[config.mk]
export PLATFORM = sky130hd
export DESIGN_NAME = seg7_scan_capture
export DESIGN_NICKNAME = d
export VERILOG_FILES = /design/src/rtl/seg7_pkg.sv /design/src/rtl/seg7_to_digit.sv /design/src/rtl/seg7_scan_capture.sv
export SDC_FILE = /design/constraint.sdc
export NUM_CORES = 1
export LEC_CHECK = 0
export CAP_MARGIN = 20
export CORE_MARGIN = 2
export CORE_UTILIZATION = 56
export CTS_CLUSTER_SIZE = 14
export DETAILED_ROUTE_END_ITERATION = 10
export GPL_ROUTABILITY_DRIVEN = 0
export PLACE_DENSITY = 0.8
export SLEW_MARGIN = 20
export SYNTH_ARGS = -nofsm -noshare
export SYNTH_HDL_FRONTEND = slang
export SYNTH_SLANG_ARGS = --single-unit
[constraint.sdc]
create_clock -name clk -period 3.3 [get_ports clk]
set_input_delay 0.66 -clock clk [delete_from_list [all_inputs] [get_ports clk]]
set_output_delay 0.66 -clock clk [all_outputs]
set_load 0.03 [all_outputs]
[src/rtl/seg7_pkg.sv]
// Shared 7-segment pattern constants and types for the segment-bus capture path.
package seg7_pkg;

  typedef logic [4:0] digit_t;

  localparam digit_t DIGIT_INVALID = 5'd31;

  localparam logic [6:0] SEG_0 = 7'h3F;
  localparam logic [6:0] SEG_1 = 7'h06;
  localparam logic [6:0] SEG_2 = 7'h5B;
  localparam logic [6:0] SEG_3 = 7'h4F;
  localparam logic [6:0] SEG_4 = 7'h66;
  localparam logic [6:0] SEG_5 = 7'h6D;
  localparam logic [6:0] SEG_6 = 7'h7D;
  localparam logic [6:0] SEG_7 = 7'h07;
  localparam logic [6:0] SEG_8 = 7'h7F;
  localparam logic [6:0] SEG_9 = 7'h6F;

  typedef enum logic [1:0] {SYNC, COLLECT, EMIT} scan_state_t;

  // One decoded sample as held by the per-position stability filter.
  typedef struct packed {
    logic   dp;
    digit_t digit;
    logic   err;
  } sample_t;

endpackage

[src/rtl/seg7_to_digit.sv]
// Combinational inverse segment decoder: 7-bit pattern (g..a) to digit 0..9 or DIGIT_INVALID.
module seg7_to_digit
  import seg7_pkg::*;
(
  input  logic [6:0] pattern,
  output digit_t     digit,
  output logic       err
);

  always_comb begin
    err = 1'b0;
    case (pattern)
      SEG_0:   digit = 5'd0;
      SEG_1:   digit = 5'd1;
      SEG_2:   digit = 5'd2;
      SEG_3:   digit = 5'd3;
      SEG_4:   digit = 5'd4;
      SEG_5:   digit = 5'd5;
      SEG_6:   digit = 5'd6;
      SEG_7:   digit = 5'd7;
      SEG_8:   digit = 5'd8;
      SEG_9:   digit = 5'd9;
      default: begin
        digit = DIGIT_INVALID;
        err   = 1'b1;
      end
    endcase
  end

endmodule

[src/rtl/seg7_scan_capture.sv]
// Recovers committed digits from a multiplexed 7-segment bus and pulses frame_valid per full frame.
// Build option: define SEG_ACTIVE_LOW_EN for common-anode (inverted) seg_code buses.
module seg7_scan_capture
  import seg7_pkg::*;
#(
  parameter int NUM_DIGITS = 4,
  parameter int STABLE_CNT = 3
) (
  input  logic                    clk,
  input  logic                    reset,
  input  logic [7:0]              seg_code,
  input  logic [NUM_DIGITS-1:0]   digit_sel,
  output logic [5*NUM_DIGITS-1:0] digits,
  output logic [NUM_DIGITS-1:0]   dp,
  output logic [NUM_DIGITS-1:0]   digit_err,
  output logic                    sel_err,
  output logic                    frame_valid
);

  localparam int          PW     = (NUM_DIGITS > 1) ? $clog2(NUM_DIGITS) : 1;
  localparam logic [3:0]  STABLE = 4'(STABLE_CNT);
  localparam logic [NUM_DIGITS-1:0] SEL_ONE = {{(NUM_DIGITS-1){1'b0}}, 1'b1};

  logic [7:0]            code_in;
  digit_t                lut_digit;
  logic                  lut_err;
  sample_t               sample;
  logic                  sel_multi;
  logic                  sample_vld;
  logic [PW-1:0]         pos;
  logic                  match;
  logic [3:0]            new_cnt;
  logic                  commit;
  logic [NUM_DIGITS-1:0] commit_vec;

  sample_t               cand_q [NUM_DIGITS];
  sample_t               cand_d [NUM_DIGITS];
  logic [3:0]            cnt_q  [NUM_DIGITS];
  logic [3:0]            cnt_d  [NUM_DIGITS];
  sample_t               out_q  [NUM_DIGITS];
  sample_t               out_d  [NUM_DIGITS];
  logic                  sel_err_q, sel_err_d;
  logic [NUM_DIGITS-1:0] mask_q, mask_d;
  scan_state_t           state_q, state_d;

`ifdef SEG_ACTIVE_LOW_EN
  assign code_in = ~seg_code;
`else
  assign code_in = seg_code;
`endif

  // Only one position is sampled per cycle, so a single decoder is shared.
  seg7_to_digit u_lut (
    .pattern (code_in[6:0]),
    .digit   (lut_digit),
    .err     (lut_err)
  );

  assign sample     = '{dp: code_in[7], digit: lut_digit, err: lut_err};
  assign sel_multi  = (digit_sel & (digit_sel - SEL_ONE)) != '0;
  assign sample_vld = (digit_sel != '0) && !sel_multi;

  always_comb begin
    pos = '0;
    for (int i = 0; i < NUM_DIGITS; i++) begin
      if (digit_sel[i]) pos = PW'(i);
    end
  end

  // Commit fires only on the sample that brings the count up to STABLE, never while saturated.
  always_comb begin
    match   = (sample == cand_q[pos]);
    new_cnt = 4'd1;
    if (match) new_cnt = (cnt_q[pos] == STABLE) ? cnt_q[pos] : cnt_q[pos] + 4'd1;
    commit     = sample_vld && (new_cnt == STABLE) && !(match && cnt_q[pos] == STABLE);
    commit_vec = '0;
    if (commit) commit_vec[pos] = 1'b1;
  end

  always_comb begin
    cand_d    = cand_q;
    cnt_d     = cnt_q;
    out_d     = out_q;
    sel_err_d = sel_err_q | sel_multi;
    if (sample_vld) begin
      cand_d[pos] = sample;
      cnt_d[pos]  = new_cnt;
    end
    if (commit) out_d[pos] = sample;
  end

  always_ff @(posedge clk or negedge reset) begin
    if (!reset) begin
      for (int i = 0; i < NUM_DIGITS; i++) begin
        cand_q[i] <= '0;
        cnt_q[i]  <= '0;
        out_q[i]  <= '0;
      end
      sel_err_q <= 1'b0;
      mask_q    <= '0;
      state_q   <= SYNC;
    end else begin
      cand_q    <= cand_d;
      cnt_q     <= cnt_d;
      out_q     <= out_d;
      sel_err_q <= sel_err_d;
      mask_q    <= mask_d;
      state_q   <= state_d;
    end
  end

  always_comb begin
    state_d = state_q;
    case (state_q)
      SYNC:    if (sample_vld && pos == '0) state_d = COLLECT;
      COLLECT: if ((mask_q | commit_vec) == '1) state_d = EMIT;
      EMIT:    state_d = COLLECT;
      default: state_d = SYNC;
    endcase
  end

  // The aligning position-0 sample counts toward the frame; commits while unaligned do not.
  always_comb begin
    frame_valid = (state_q == EMIT);
    case (state_q)
      SYNC:    mask_d = (pos == '0) ? commit_vec : '0;
      COLLECT: mask_d = mask_q | commit_vec;
      EMIT:    mask_d = commit_vec;
      default: mask_d = '0;
    endcase
  end

  always_comb begin
    digits    = '0;
    dp        = '0;
    digit_err = '0;
    for (int i = 0; i < NUM_DIGITS; i++) begin
      digits[5*i +: 5] = out_q[i].digit;
      dp[i]            = out_q[i].dp;
      digit_err[i]     = out_q[i].err;
    end
    sel_err = sel_err_q;
  end

endmodule
## Word level (Yosys, flattened, before mapping)

Cells that the tools add are included.

| cells by class | value |
|---|---|
| add/sub/neg operators | 2 |
| $lt $le $gt $ge | 4 |
| equal/unequal tests | 18 |
| mux-type cells | 28 |
| bitwise logic cells | 4 |
| reduce and logical (&&, ||, !) cells | 15 |

Operators by type and width:

| operator | number |
|---|---|
| $bwmux 28 | 2 |
| $pmux 5 s10 | 1 |
| $eq 7x7->1 const B | 7 |
| $mux 4 | 7 |
| $mux 7 | 3 |
| $bwmux 16 | 1 |
| $bmux 7 s2 | 1 |
| $demux 7 s2 | 1 |
| $eq 7x3->1 const B | 2 |
| $pmux 4 s3 | 1 |
| $reduce_or 10->1 | 1 |
| $bmux 4 s2 | 1 |
| $demux 4 s2 | 1 |
| $eq 4x2->1 const B | 2 |
| $mux 2 | 4 |
| $reduce_bool 4->1 | 2 |
| $eq 7x6->1 const B | 1 |
| $eq 7x7->1 | 1 |
| $logic_and 1x1->1 | 7 |
| $pmux 2 s3 | 1 |
| $add 4x1->4 const B | 1 |
| $and 4x4->4 | 1 |
| $eq 4x4->1 const B | 1 |
| $logic_not 2->1 | 2 |
| other kinds (15) | 19 |

| storage, ports and cells | value |
|---|---|
| flip-flop bits (word level) | 79 |
| input port bits | 14 |
| output and inout port bits | 30 |
| logic and storage cells | 102 |

## Depth between registers and ports, before layout

| depth | value |
|---|---|
| depth in word-level cells | 18 |
| depth in mapped cells | 16 |
| mapped depth without buffers | 13 |

## By module

Synthesis repeated with hierarchy kept, for this count alone.

| second synthesis, totals | value |
|---|---|
| cells, all modules | 365 |
| area total of the unflattened synthesis | 4012.6 um^2 |

Modules (own cells, without submodules):

| module | times used | cells each | area each (um^2) |
|---|---|---|---|
| seg7_scan_capture | 1 | 336 | 3819.9 |
| seg7_to_digit | 1 | 29 | 192.7 |

## Worst setup path before layout

Ideal clock, no wire load.

| timing path | value |
|---|---|
| path type | input-to-reg |
| start | in digit_sel[1] |
| end | reg state_q[0] |
| library setup time | 0.119 ns |
| arrival | 3.540 ns |
| slack | -0.359 ns |
| cell stages on the path | 14 |
| path buffers | 2 |
| path through | clkbuf_1 -> clkbuf_1 -> or3b_2 -> a31oi_1 -> a31o_2 -> ha_1 -> xnor2_1 -> o21ai_0 -> nor2_1 -> nand3_1 -> a2111oi_0 -> a41oi_1 -> a211o_1 -> o21a_1 |

| on the way | value |
|---|---|
| longest elaborated chain between the ends | 18 |
| elaborated cells between the ends (all ways) | 39 |

RTL lines:

| element | line | source |
|---|---|---|
| from (decl) | seg7_scan_capture.sv:12 | `input logic [NUM_DIGITS-1:0] digit_sel,` |
| $mux 1 | seg7_scan_capture.sv:66 | `if (digit_sel[i]) pos = PW'(i);` |
| $mux 2 (2 in a row) | seg7_scan_capture.sv:66 |  |
| $not 2->3 (not written as such) | seg7_scan_capture.sv:72, seg7_scan_capture.sv:74, seg7_scan_capture.sv:75 |  |
| $bmux 4 s2 | seg7_scan_capture.sv:74, seg7_scan_capture.sv:75 |  |
| $mux 4 (not written as such) (2 in a row) | seg7_scan_capture.sv:74, seg7_scan_capture.sv:75 |  |
| $add 4x1->4 / $eq 4x2->1 (equally long branches) | seg7_scan_capture.sv:74, seg7_scan_capture.sv:75 |  |
| $mux 4 (2 in a row) | seg7_scan_capture.sv:74 | `if (match) new_cnt = (cnt_q[pos] == STABLE) ? cnt_q[pos] : cnt_q[pos] + 4'd1;` |
| $eq 4x2->1 | seg7_scan_capture.sv:75 | `commit = sample_vld && (new_cnt == STABLE) && !(match && cnt_q[pos] == STABLE);` |
| $logic_and 1x1->1 (2 in a row) | seg7_scan_capture.sv:75 |  |
| $mux 4 | seg7_scan_capture.sv:77 | `if (commit) commit_vec[pos] = 1'b1;` |
| $or 4x4->4 | seg7_scan_capture.sv:116 | `COLLECT: if ((mask_q \| commit_vec) == '1) state_d = EMIT;` |
| $eq 4x4->1 | seg7_scan_capture.sv:116 |  |
| $ne 2x2->1 (no line) | - |  |
| $reduce_and 2->1 (no line) * | - |  |
| to (signal assigned) | seg7_scan_capture.sv:108 | `state_q <= state_d;` |
| to (decl) | seg7_scan_capture.sv:44 | `scan_state_t state_q, state_d;` |

Every way passes the cells marked *; elsewhere a longest branch is shown, timed or not. The select of a mux whose other input is x is not followed.
A chain may end at the register's enable or synchronous reset.

## Worst setup path in the final report

| timing path | value |
|---|---|
| start | in digit_sel[2] |
| end | reg state_q[0] |

| on the way | value |
|---|---|
| longest elaborated chain between the ends | 17 |
| elaborated cells between the ends (all ways) | 38 |

RTL lines:

| element | line |
|---|---|
| $mux 2 (2 in a row) | seg7_scan_capture.sv:66 |
| $not 2->3 (not written as such) | seg7_scan_capture.sv:72, seg7_scan_capture.sv:74, seg7_scan_capture.sv:75 |
| $bmux 4 s2 | seg7_scan_capture.sv:74, seg7_scan_capture.sv:75 |
| $mux 4 (not written as such) (2 in a row) | seg7_scan_capture.sv:74, seg7_scan_capture.sv:75 |
| $add 4x1->4 / $eq 4x2->1 (equally long branches) | seg7_scan_capture.sv:74, seg7_scan_capture.sv:75 |
| $mux 4 (2 in a row) | seg7_scan_capture.sv:74 |
| $eq 4x2->1 | seg7_scan_capture.sv:75 |
| $logic_and 1x1->1 (2 in a row) | seg7_scan_capture.sv:75 |
| $mux 4 | seg7_scan_capture.sv:77 |
| $or 4x4->4 | seg7_scan_capture.sv:116 |
| $eq 4x4->1 | seg7_scan_capture.sv:116 |
| $ne 2x2->1 (no line) | - |
| $reduce_and 2->1 (no line) * | - |

Marks and branches as above.

==> results_dict.tcl <==
set metrics [dict create \
    critical_path.top_delay_family "compound AO/OA/AOI/OAI gates" \
    synth_top_family_by_area "compound AO/OA/AOI/OAI gates" \
    grt_pass1_wl_mm 15.32 \
    ant_nets 0 \
    end_kind "flip-flop" \
    route.detailed.drc 0 \
    critical_path.cell_chain "clkdlybuf4s50_1, or3b_4, a31oi_2, a31o_2, ha_4, xnor2_1, o21ai_1, nor2_1, nand3_2, a2111oi_4, a41oi_1, a211o_1, o21a_1" \
    dp_hpwl_mm 6.249 \
    path_buf_inv 1 \
    synth_top_area_share_pct 51.92 \
    synthMuxAreaShare_pct 10.38 \
    synth_seq_cells 79 \
    hp-class "in -> async" \
    start_util_pct 56.99 \
    io_pins 44 \
    synth_edf_count 0 \
    skew_ps 8.516 \
    place_inst 536 \
    antenna_found_initial 0 \
    synth.avg_cell_area_um2 9.915 \
    cts_tree "done" \
    grt-ovfl-total 0 \
    numCtsBuffers 9 \
    clock_latency_ps 350 \
    ys_seq_area_share_pct 51.92 \
    power_density_nw_per_um2 421.7 \
    synth_area_leader_cell "dfrtp_1" \
    clock-sinks 79 \
    drtIter0Drc 226 \
    clock.fmax_ghz 0.3140 \
    slowest_stage "clkdlybuf4s50_1" \
    crit_path_max_fanout 2 \
    ir_worst_vdd_mv 0.3507 \
    clkTransAtPathRegs_ps 80 \
    io_buffers 43 \
    cts_root_buffer "clkbuf_8" \
    grtUsageTotal_pct 26.05 \
    drt_first_pass_iters 4 \
    fp.dieH_um 86.46 \
    hold_viol 0 \
    num_antenna_cells 0 \
    nets 483 \
    whs_ps 260.3 \
    critPathMaxStageDelay_ps 420 \
    synth-xor-area-share_pct 2.070 \
    rrSetupSlack_ps 490 \
    htree_levels 3 \
    yosys_warnings 0 \
    worstMarginPinSlew_ps 740.2 \
    grt_max_degree 80 \
    fp.dieArea_um2 7474 \
    rr_endpoint "state_q[0]$_DFFE_PN0P_" \
    critical_path_class "in -> reg" \
    num_rows 30 \
    ys_top_cells_by_area "dfrtp_1, o21ai_0, mux2_2" \
    viasPerCell 5.702 \
    syn_nets 399 \
    cts.path.max_buffers 2 \
    reg2reg_from "cnt_q[12]$_DFFE_PN0P_" \
    synth_compound_area_share_pct 16.33 \
    wirelength_mm 9.005 \
    synth_ff_type "dfrtp_1" \
    timing.slew.headroom_pct 50.27 \
    start_kind "input pin" \
    post_drt_wl_per_cell_um 16.28 \
    area_growth_pct 29.90 \
    via_count 3153 \
    utilization_pct 74.03 \
    slew_viol_final 0 \
    synth_area_um2 3807 \
    core_um2 6681 \
    run_status "finished, final reports clean" \
    syn_inst 384 \
    final_layout_size_suffix_gt1_share_pct 25.16 \
    crit_required_ps 3540 \
    finalCritPeriodShare_pct 96.50 \
    total_power_mw 2.086 \
    reg2reg_depth 12 \
    setup_viol 0 \
    synth_fa_ha_area_share_pct 0.3286 \
    p_leak_nw 2.286 \
    cap_violations 0 \
    synth-simple-area-share_pct 16.23 \
    synthArstFlopShare_pct 100.0 \
    synth_cell_types 53 \
    grt_pass1_vias 3170 \
    arrival_ps 3430 \
    final_cell_count_no_fill 553 \
    die_w_um 86.46 \
    finalCriticalPeriod_ps 3185 \
]
[Yosys cell counts, drive strengths merged, types with 5 or more instances]
library cell and instances:
dfrtp 79, nand2 71, o21ai 64, mux2 28, nor2 20, clkbuf 18, a21oi 8, mux2i 8
nand3 8, nor2b 6, nand2b 5, xnor2 5
[through the flow]
stage / instance area, µm² / setup WS, ps / TNS, ps
after floorplan: 3867 / 10.08 / 0
after global placement: 4669 / -362.8 / -14910
after detailed placement: 4669 / -458.2 / -19280
after CTS: 4870 / -5.149 / -5.149
after global routing: 4946 / -28.14 / -28.14
final: 4946 / 115.5 / 0
[final cells by class]
type / count / area [µm²]
Sequential cell: 79 / 1977
Clock buffer: 9 / 123.9
Fill cell: 434 / 1735
Tap cell: 80 / 100.1
Multi-Input combinational cell: 279 / 1823
Clock inverter: 7 / 48.80
Timing Repair Buffer: 95 / 858.3
Inverter: 4 / 15.01
[worst max path at each step]
stage                 startpoint                     end  slack (ps)  depth (start not counted)
CTS                 digit_sel[1]  state_q[0]$_DFFE_PN0P_          -5                         13
floorplan           digit_sel[2]  state_q[0]$_DFFE_PN0P_          10                         13
global placement     seg_code[3]       dp[0]$_DFFE_PN0P_        -360                          9
finish              digit_sel[2]  state_q[0]$_DFFE_PN0P_         120                         13
detailed placement   seg_code[3]   digits[2]$_DFFE_PN0P_        -460                          9
global route        digit_sel[2]  state_q[0]$_DFFE_PN0P_         -30                         13
[per-layer routing]
layer / vias to the layer above / share of wire (%) / GRT usage, %
li1: 1521 / - / -
met2: 77 / 50 / 40.91
met1: 1543 / 44 / 35.75
met5: - / 0 / 0
met3: 12 / 4.8 / 6.095
met4: 0 / 1.1 / 9.233
[cells in the final DEF (no fill, tap or decap), types with 4 or more instances in the layout]
| cell type | synthesis | routed |
|---|---|---|
| o21ai_0 | 64 | 58 |
| clkdlybuf4s50_1 | 0 | 36 |
| nor2_1 | 20 | 20 |
| o211ai_1 | 4 | 4 |
| xnor2_1 | 5 | 5 |
| o21ai_1 | 0 | 6 |
| nor2b_1 | 6 | 6 |
| nand3_1 | 7 | 6 |
| xor2_1 | 4 | 4 |
| buf_4 | 1 | 50 |
| mux2i_1 | 8 | 8 |
| mux2_2 | 28 | 27 |
| clkbuf_8 | 0 | 9 |
| a21oi_1 | 7 | 7 |
| dfrtp_1 | 79 | 79 |
| nand2_1 | 70 | 70 |
| nand2b_1 | 5 | 5 |
| dlymetal6s2s_1 | 0 | 5 |
[sequential cells by signal, indices dropped and copies added (netlist names)]
| register | flops |
|---|---|
| state_q | 2 |
| digit_err | 4 |
| cnt_q | 16 |
| cand_q | 28 |
| dp | 4 |
| mask_q | 4 |
| digits | 20 |
| sel_err | 1 |
[cell families (layout without fill, tap and decap cells)]
kind of cell,Yosys count,count (layout)
mux,36,36
buf+inv,26,115
xor+xnor,9,9
simple gates,130,130
fa+ha+maj,1,1
flops,79,79
compound gates,103,103
[power by group]
group          switching [mW]  internal [mW]
clock network           0.367          0.274
registers              0.0440           1.05
logic                   0.192          0.158
total                   0.603           1.48
[timing repair]
action | in CTS | in global routing
buffers inserted | 0 | 0
hold endpoints to repair | 0 | 0
hold buffers | 0 | 0
resized for setup | 7 | 16
endpoints found under the setup margin | 35 | 44
cloned | 0 | 0
pin swaps | 1 | 7
Power figures use the tool's default switching activity.
